`src/rtl/mem_access_stage_if.sv`:
```
// ============================================================================
// Module : mem_access_stage_if
// Brief  : Data-memory request/acknowledge bus between the MEM stage and memory.
// Rev    : 1.0  initial release
// ============================================================================
`default_nettype none

interface mem_access_stage_if #(
    parameter int ADDR_W = 32,
    parameter int DATA_W = 32
);
    logic              dm_req;
    logic              dm_we;
    logic [ADDR_W-1:0] dm_addr;
    logic [3:0]        dm_sel;
    logic [DATA_W-1:0] dm_wdata;
    logic [DATA_W-1:0] dm_rdata;
    logic              dm_ack;

    modport master (
        output dm_req, dm_we, dm_addr, dm_sel, dm_wdata,
        input  dm_rdata, dm_ack
    );

    modport slave (
        input  dm_req, dm_we, dm_addr, dm_sel, dm_wdata,
        output dm_rdata, dm_ack
    );
endinterface

`default_nettype wire

```
`src/rtl/mem_access_stage.sv`:
```
// ============================================================================
// Module : mem_access_stage
// Brief  : MEM pipeline stage: big-endian byte/half/word loads and stores over
//          a req/ack bus, upstream stall, registered write-back outputs.
//          Optional macro MEM_UNALIGNED_EXC_EN adds the adel_exc output.
// Rev    : 1.0  initial release
// ============================================================================
`default_nettype none

module mem_access_stage #(
    parameter int ADDR_W = 32,
    parameter int DATA_W = 32
) (
    input  wire logic              clk,
    input  wire logic              rst,
    input  wire logic [4:0]        mem_wd,
    input  wire logic              mem_wreg,
    input  wire logic [DATA_W-1:0] mem_wdata,
    input  wire logic [3:0]        mem_op,
    input  wire logic [ADDR_W-1:0] mem_addr,
    input  wire logic [DATA_W-1:0] mem_sdata,
    mem_access_stage_if.master     dm,
    output logic                   stallreq,
`ifdef MEM_UNALIGNED_EXC_EN
    output logic                   adel_exc,
`endif
    output logic [4:0]             wb_wd,
    output logic                   wb_wreg,
    output logic [DATA_W-1:0]      wb_wdata
);

    localparam logic [3:0] c_OP_LB  = 4'd1;
    localparam logic [3:0] c_OP_LBU = 4'd2;
    localparam logic [3:0] c_OP_LH  = 4'd3;
    localparam logic [3:0] c_OP_LHU = 4'd4;
    localparam logic [3:0] c_OP_LW  = 4'd5;
    localparam logic [3:0] c_OP_SB  = 4'd6;
    localparam logic [3:0] c_OP_SH  = 4'd7;
    localparam logic [3:0] c_OP_SW  = 4'd8;

    typedef enum logic [0:0] {
        IDLE = 1'b0,
        BUSY = 1'b1
    } state_t;

    state_t r_state;
    state_t w_state_d;

    logic              r_dm_req;
    logic              r_dm_we;
    logic [ADDR_W-1:0] r_dm_addr;
    logic [3:0]        r_dm_sel;
    logic [DATA_W-1:0] r_dm_wdata;
    logic [3:0]        r_op;
    logic [1:0]        r_off;
    logic [4:0]        r_wd;
    logic              r_wreg;

    logic              w_is_mem;
    logic              w_is_store;
    logic              w_misaligned;
    logic              w_issue;
    logic [3:0]        w_sel;
    logic [DATA_W-1:0] w_wdata;
    logic [7:0]        w_byte;
    logic [15:0]       w_half;
    logic [DATA_W-1:0] w_load_data;

    assign dm.dm_req   = r_dm_req;
    assign dm.dm_we    = r_dm_we;
    assign dm.dm_addr  = r_dm_addr;
    assign dm.dm_sel   = r_dm_sel;
    assign dm.dm_wdata = r_dm_wdata;

    assign w_is_mem   = (mem_op >= c_OP_LB) && (mem_op <= c_OP_SW);
    assign w_is_store = (mem_op >= c_OP_SB) && (mem_op <= c_OP_SW);

`ifdef MEM_UNALIGNED_EXC_EN
    assign w_misaligned =
        (((mem_op == c_OP_LH) || (mem_op == c_OP_LHU) || (mem_op == c_OP_SH)) && mem_addr[0]) ||
        (((mem_op == c_OP_LW) || (mem_op == c_OP_SW)) && (mem_addr[1:0] != 2'b00));
`else
    assign w_misaligned = 1'b0;
`endif

    assign w_issue = (r_state == IDLE) && w_is_mem && !w_misaligned;

    // Big-endian lanes: offset 0 is the most significant byte.
    always_comb begin
        w_sel   = 4'b1111;
        w_wdata = mem_sdata;
        case (mem_op)
            c_OP_LB, c_OP_LBU, c_OP_SB: begin
                w_sel   = 4'b1000 >> mem_addr[1:0];
                w_wdata = {4{mem_sdata[7:0]}};
            end
            c_OP_LH, c_OP_LHU, c_OP_SH: begin
                w_sel   = mem_addr[1] ? 4'b0011 : 4'b1100;
                w_wdata = {2{mem_sdata[15:0]}};
            end
            default: ;
        endcase
    end

    always_comb begin
        w_byte = 8'h00;
        case (r_off)
            2'd0:    w_byte = dm.dm_rdata[31:24];
            2'd1:    w_byte = dm.dm_rdata[23:16];
            2'd2:    w_byte = dm.dm_rdata[15:8];
            default: w_byte = dm.dm_rdata[7:0];
        endcase
        w_half = r_off[1] ? dm.dm_rdata[15:0] : dm.dm_rdata[31:16];

        w_load_data = dm.dm_rdata;
        case (r_op)
            c_OP_LB:  w_load_data = {{(DATA_W-8){w_byte[7]}}, w_byte};
            c_OP_LBU: w_load_data = {{(DATA_W-8){1'b0}}, w_byte};
            c_OP_LH:  w_load_data = {{(DATA_W-16){w_half[15]}}, w_half};
            c_OP_LHU: w_load_data = {{(DATA_W-16){1'b0}}, w_half};
            default:  w_load_data = dm.dm_rdata;
        endcase
    end

    always_comb begin
        w_state_d = r_state;
        stallreq  = 1'b0;
        case (r_state)
            IDLE: begin
                if (w_issue) begin
                    w_state_d = BUSY;
                    stallreq  = 1'b1;
                end
            end
            BUSY: begin
                // The ack cycle releases the stall so upstream advances in step.
                if (dm.dm_ack) begin
                    w_state_d = IDLE;
                end else begin
                    stallreq  = 1'b1;
                end
            end
            default: w_state_d = IDLE;
        endcase
    end

    always_ff @(posedge clk) begin
        if (rst) begin
            r_state <= IDLE;
        end else begin
            r_state <= w_state_d;
        end
    end

    always_ff @(posedge clk) begin
        if (rst) begin
            r_dm_req   <= 1'b0;
            r_dm_we    <= 1'b0;
            r_dm_addr  <= '0;
            r_dm_sel   <= 4'b0000;
            r_dm_wdata <= '0;
            r_op       <= 4'd0;
            r_off      <= 2'd0;
            r_wd       <= 5'd0;
            r_wreg     <= 1'b0;
            wb_wd      <= 5'd0;
            wb_wreg    <= 1'b0;
            wb_wdata   <= '0;
`ifdef MEM_UNALIGNED_EXC_EN
            adel_exc   <= 1'b0;
`endif
        end else begin
`ifdef MEM_UNALIGNED_EXC_EN
            adel_exc <= (r_state == IDLE) && w_misaligned;
`endif
            case (r_state)
                IDLE: begin
                    if (w_issue) begin
                        r_dm_req   <= 1'b1;
                        r_dm_we    <= w_is_store;
                        r_dm_addr  <= {mem_addr[ADDR_W-1:2], 2'b00};
                        r_dm_sel   <= w_sel;
                        r_dm_wdata <= w_wdata;
                        r_op       <= mem_op;
                        r_off      <= mem_addr[1:0];
                        r_wd       <= mem_wd;
                        r_wreg     <= mem_wreg;
                        wb_wreg    <= 1'b0;
                    end else begin
                        wb_wd    <= mem_wd;
                        wb_wreg  <= mem_wreg && !w_is_mem;
                        wb_wdata <= mem_wdata;
                    end
                end
                BUSY: begin
                    wb_wreg <= 1'b0;
                    if (dm.dm_ack) begin
                        r_dm_req <= 1'b0;
                        if (!r_dm_we) begin
                            wb_wd    <= r_wd;
                            wb_wreg  <= r_wreg;
                            wb_wdata <= w_load_data;
                        end
                    end
                end
                default: ;
            endcase
        end
    end

endmodule

`default_nettype wire

```
`src/flat_wrapper.sv`:
```
// flat-port wrapper written by rule: the top's interface ports become plain ports
module mem_access_stage_flat 
#(
    parameter int ADDR_W = 32,
    parameter int DATA_W = 32
)
  (clk, rst, mem_wd, mem_wreg, mem_wdata, mem_op, mem_addr, mem_sdata, stallreq, wb_wd, wb_wreg, wb_wdata, dm_dm_req, dm_dm_we, dm_dm_addr, dm_dm_sel, dm_dm_wdata, dm_dm_rdata, dm_dm_ack);
  mem_access_stage_if #(.ADDR_W(ADDR_W), .DATA_W(DATA_W)) dm_i ();
  input  wire logic clk;
  input  wire logic rst;
  input  wire logic [4:0] mem_wd;
  input  wire logic mem_wreg;
  input  wire logic [DATA_W-1:0] mem_wdata;
  input  wire logic [3:0] mem_op;
  input  wire logic [ADDR_W-1:0] mem_addr;
  input  wire logic [DATA_W-1:0] mem_sdata;
  output logic stallreq;
  output logic [4:0] wb_wd;
  output logic wb_wreg;
  output logic [DATA_W-1:0] wb_wdata;
  output wire logic [$bits(dm_i.dm_req)-1:0] dm_dm_req;
  output wire logic [$bits(dm_i.dm_we)-1:0] dm_dm_we;
  output wire logic [$bits(dm_i.dm_addr)-1:0] dm_dm_addr;
  output wire logic [$bits(dm_i.dm_sel)-1:0] dm_dm_sel;
  output wire logic [$bits(dm_i.dm_wdata)-1:0] dm_dm_wdata;
  input wire logic [$bits(dm_i.dm_rdata)-1:0] dm_dm_rdata;
  input wire logic [$bits(dm_i.dm_ack)-1:0] dm_dm_ack;
  assign dm_dm_req = dm_i.dm_req;
  assign dm_dm_we = dm_i.dm_we;
  assign dm_dm_addr = dm_i.dm_addr;
  assign dm_dm_sel = dm_i.dm_sel;
  assign dm_dm_wdata = dm_i.dm_wdata;
  assign dm_i.dm_rdata = dm_dm_rdata;
  assign dm_i.dm_ack = dm_dm_ack;
  mem_access_stage #(.ADDR_W(ADDR_W), .DATA_W(DATA_W)) u_core (.clk(clk), .rst(rst), .mem_wd(mem_wd), .mem_wreg(mem_wreg), .mem_wdata(mem_wdata), .mem_op(mem_op), .mem_addr(mem_addr), .mem_sdata(mem_sdata), .dm(dm_i), .stallreq(stallreq), .wb_wd(wb_wd), .wb_wreg(wb_wreg), .wb_wdata(wb_wdata));
endmodule
```
`config.mk`:
```
export PLATFORM = sky130hd
export DESIGN_NAME = mem_access_stage_flat
export DESIGN_NICKNAME = d
export VERILOG_FILES = /design/src/rtl/mem_access_stage_if.sv /design/src/rtl/mem_access_stage.sv /design/src/flat_wrapper.sv
export SDC_FILE = /design/constraint.sdc
export NUM_CORES = 1
export LEC_CHECK = 0
export CORE_MARGIN = 5
export CORE_UTILIZATION = 40
export CTS_BUF_LIST = sky130_fd_sc_hd__clkbuf_16
export CTS_CLUSTER_DIAMETER = 50
export CTS_CLUSTER_SIZE = 16
export DETAILED_ROUTE_END_ITERATION = 10
export PLACE_DENSITY = 0.76
export SKIP_CTS_REPAIR_TIMING = 1
export SLEW_MARGIN = 40
export SYNTH_ARGS = -nofsm -noshare
export SYNTH_HDL_FRONTEND = slang
export SYNTH_SLANG_ARGS = --single-unit
```
`constraint.sdc`:
```
create_clock -name clk -period 7.9 [get_ports clk]
set_input_delay 2.37 -clock clk [delete_from_list [all_inputs] [get_ports clk]]
set_output_delay 2.37 -clock clk [all_outputs]
set_load 0.02 [all_outputs]
```
==> flow_summary.yaml <==
sta:
  setup_ws_ns: 0.912
  hold_viol_final: 0
  fin_crit_ns: 6.99
  fin_setup_tns_ns: 0
  relSlewSlack_pct: 50.0
  worstMarginPinSlew_ns: 0.750
  hold_slack_ns: 0.453
  fin_crit_sh_pct: 88.5
  drv_slew: 0
  skew_ns: 0.0142
  setup_viol: 0
  fmax_mhz: 143
  rsz0062_at_grt: "false"
power_and_ir_drop:
  total_power_mw: 2.03
  p_leak_nw: 3.15
  ir_drop_mv: 0.144
  power_density_mw_per_mm2: 238
placement:
  io_buffers: 247
  dpl.hpwl_um: 13600
  post-place-ws_ns: 0.939
  gp_congestion: 0.862
flow_run:
  maxCapViolations: 0
die:
  die_h_um: 127
  dieArea_mm2: 0.0160
  initial_core_util_pct: 40.9
  fp.coreArea_mm2: 0.0133
  io_pins: 250
  rows: 42
  die_w_um: 127
route:
  num_vias: 5737
  wl_per_cell_um: 18.0
  firstDrtPassIters: 5
  drc_errors: 0
  routed_wl_um: 19300
  via_per_inst: 5.35
  final_antenna_net_count: 0
  drt_iter0_markers: 429
clock_network:
  htree_levels: 4
  clock_path_buffers: 2
  cts_tree: "done"
  path_clk_slew_ns: 0.05
  cts_made_buffers: 17
  clockRootBuffer: "clkbuf_16"
  cts_sinks: 119
  clock_latency_ns: 0.42
final_layout:
  nets: 1025
  n_fill_cell: 1138
  syn_to_final_growth_pct: 57.3
  layout_commonest_cell: "clkdlybuf4s50_1"
  final_core_util_pct: 64.3
  final_cell_mix: "clkdlybuf4s50_1 (246), dfxtp_1 (117), a21oi_1 (114)"
  drive_gt1_share_pct: 6.69
  antenna_cells: 0
critical_path:
  cp.arrival_ns: 4.62
  worstPathRequired_ns: 5.53
  worstSetupPathType: "primary input to output port"
  end_kind: "output port"
  crit_fanout: 9
  startpoint_type: "primary input"
global_route:
  grt_max_degree: 77
  antenna_found_initial: 0
  globalRouteOverflowTotal: 0
  grt_pass1_vias: 5487
  grt_pass1_wl_um: 30000
  grt_usage_pct: 23.5
yosys:
  synthCells: 672
  ys_ff_latch: 119
  synth-edff-count: 0
  ys.flop_type: "dfxtp_1"
  ys.warnings.count: 0
  postSynthAreaPerCell_um2: 8.08
  ys_types: 48
  ys_seq_area_share_pct: 43.9
  async_flop_share_pct: 0
  syn_area_mm2: 0.00543
status:
  status: "completed"
hold_path:
  hold_class: "flop to flop"
area by class of cell:
class / instances / area (um2) / share of cell area, %
timing repair buffer: 253 / 2510 / 29.4
sequential: 119 / 2390 / 27.9
clock inverter: 15 / 234 / 2.74
multi-input combinational: 469 / 2680 / 31.3
tap: 176 / 220 / 2.58
inverter: 24 / 90.1 / 1.05
clock buffer: 17 / 425 / 4.98
registers in the layout (all words and copies together) (netlist names):
register / cells
u_core.wb_wdata: 32
u_core.r_off: 2
u_core.dm.dm_wdata: 32
u_core.r_op: 4
u_core.r_state: 1
u_core.dm.dm_we: 1
u_core.dm.dm_addr: 30
u_core.r_wreg: 1
u_core.dm.dm_sel: 4
u_core.dm.dm_req: 1
u_core.wb_wreg: 1
u_core.r_wd: 5
u_core.wb_wd: 5
worst max-delay path, cell delays in order:
cell             delay, ns
clkdlybuf4s50_1       0.59
o31a_1                0.44
or3_2                 0.50
o21ai_2               0.08
clkdlybuf4s50_1       0.63
synthesized netlist by cell type, types with 2 or more instances:
library cell | instances | area (um2)
dfxtp_1 | 119 | 2380
a21oi_1 | 115 | 576
nand2_1 | 106 | 398
nor2_1 | 53 | 199
o21ai_0 | 45 | 225
clkbuf_1 | 25 | 93.8
buf_2 | 24 | 120
inv_1 | 24 | 90.1
mux2i_1 | 23 | 230
a211oi_1 | 20 | 150
o21a_1 | 16 | 120
o32ai_1 | 16 | 140
o221ai_1 | 14 | 123
a22oi_1 | 9 | 67.6
mux2_2 | 8 | 90.1
buf_4 | 6 | 45.0
nand3_1 | 4 | 20.0
nor3_1 | 4 | 20.0
buf_1 | 3 | 11.3
buf_6 | 3 | 33.8
nand2b_1 | 3 | 18.8
a32oi_1 | 2 | 17.5
o22ai_1 | 2 | 12.5
or2_2 | 2 | 12.5
or3_1 | 2 | 12.5
xor2_1 | 2 | 17.5
per-layer routing:
layer  global-route usage (%)  part of all wire (%)  up-vias  wire length (um)
met1                     29.3                    41     2658              7830
met3                     9.37                    10       32              2020
met5                        0                     0        -                 0
li1                         -                     -     2795                 -
met2                     36.4                    46      252              8900
met4                     9.09                   2.8        0               531
where the power goes:
group / switching [mW] / total [mW] / internal (mW)
Clock: 0.281 / 0.868 / 0.587
Sequential: 0.0420 / 0.700 / 0.658
Combinational: 0.243 / 0.463 / 0.220
Total: 0.566 / 2.03 / 1.46
kinds of logic after synthesis:
kind of cell	count (synthesis)	share of synthesized area, %
AO/OA/AOI/OAI	250	28.4
XOR/XNOR	2	0.322
adder cells (fa/ha/maj)	1	0.184
buffers and inverters	85	7.25
flip-flops	119	43.9
multiplexers	31	5.90
other	1	0.0690
AND/OR/NAND/NOR	183	14.0
stage by stage:
step | instance area [um2] | cells
after floorplan | 5440 | 673
after global placement | 7880 | 1041
after detailed placement | 7890 | 1041
after CTS | 8550 | 1073
after global routing | 8550 | 1073
final | 8550 | 1073
worst paths after layout:
| path | startpoint | end | slack [ns] | cells after the start |
|---|---|---|---|---|
| worst max-delay path | mem_op[1] | stallreq | 0.91 | 5 |
| worst min-delay path | u_core.dm.dm_addr[8]$_SDFFE_PP0P_ | u_core.dm.dm_addr[8]$_SDFFE_PP0P_ | 0.45 | 2 |
| worst max register to register | u_core.r_state$_SDFF_PP0_ | u_core.wb_wdata[16]$_SDFFE_PP0P_ | 4.98 | 5 |
| worst min register to register | u_core.dm.dm_addr[8]$_SDFFE_PP0P_ | u_core.dm.dm_addr[8]$_SDFFE_PP0P_ | 0.45 | 2 |
Note: power is estimated with default switching activity, not from simulation.
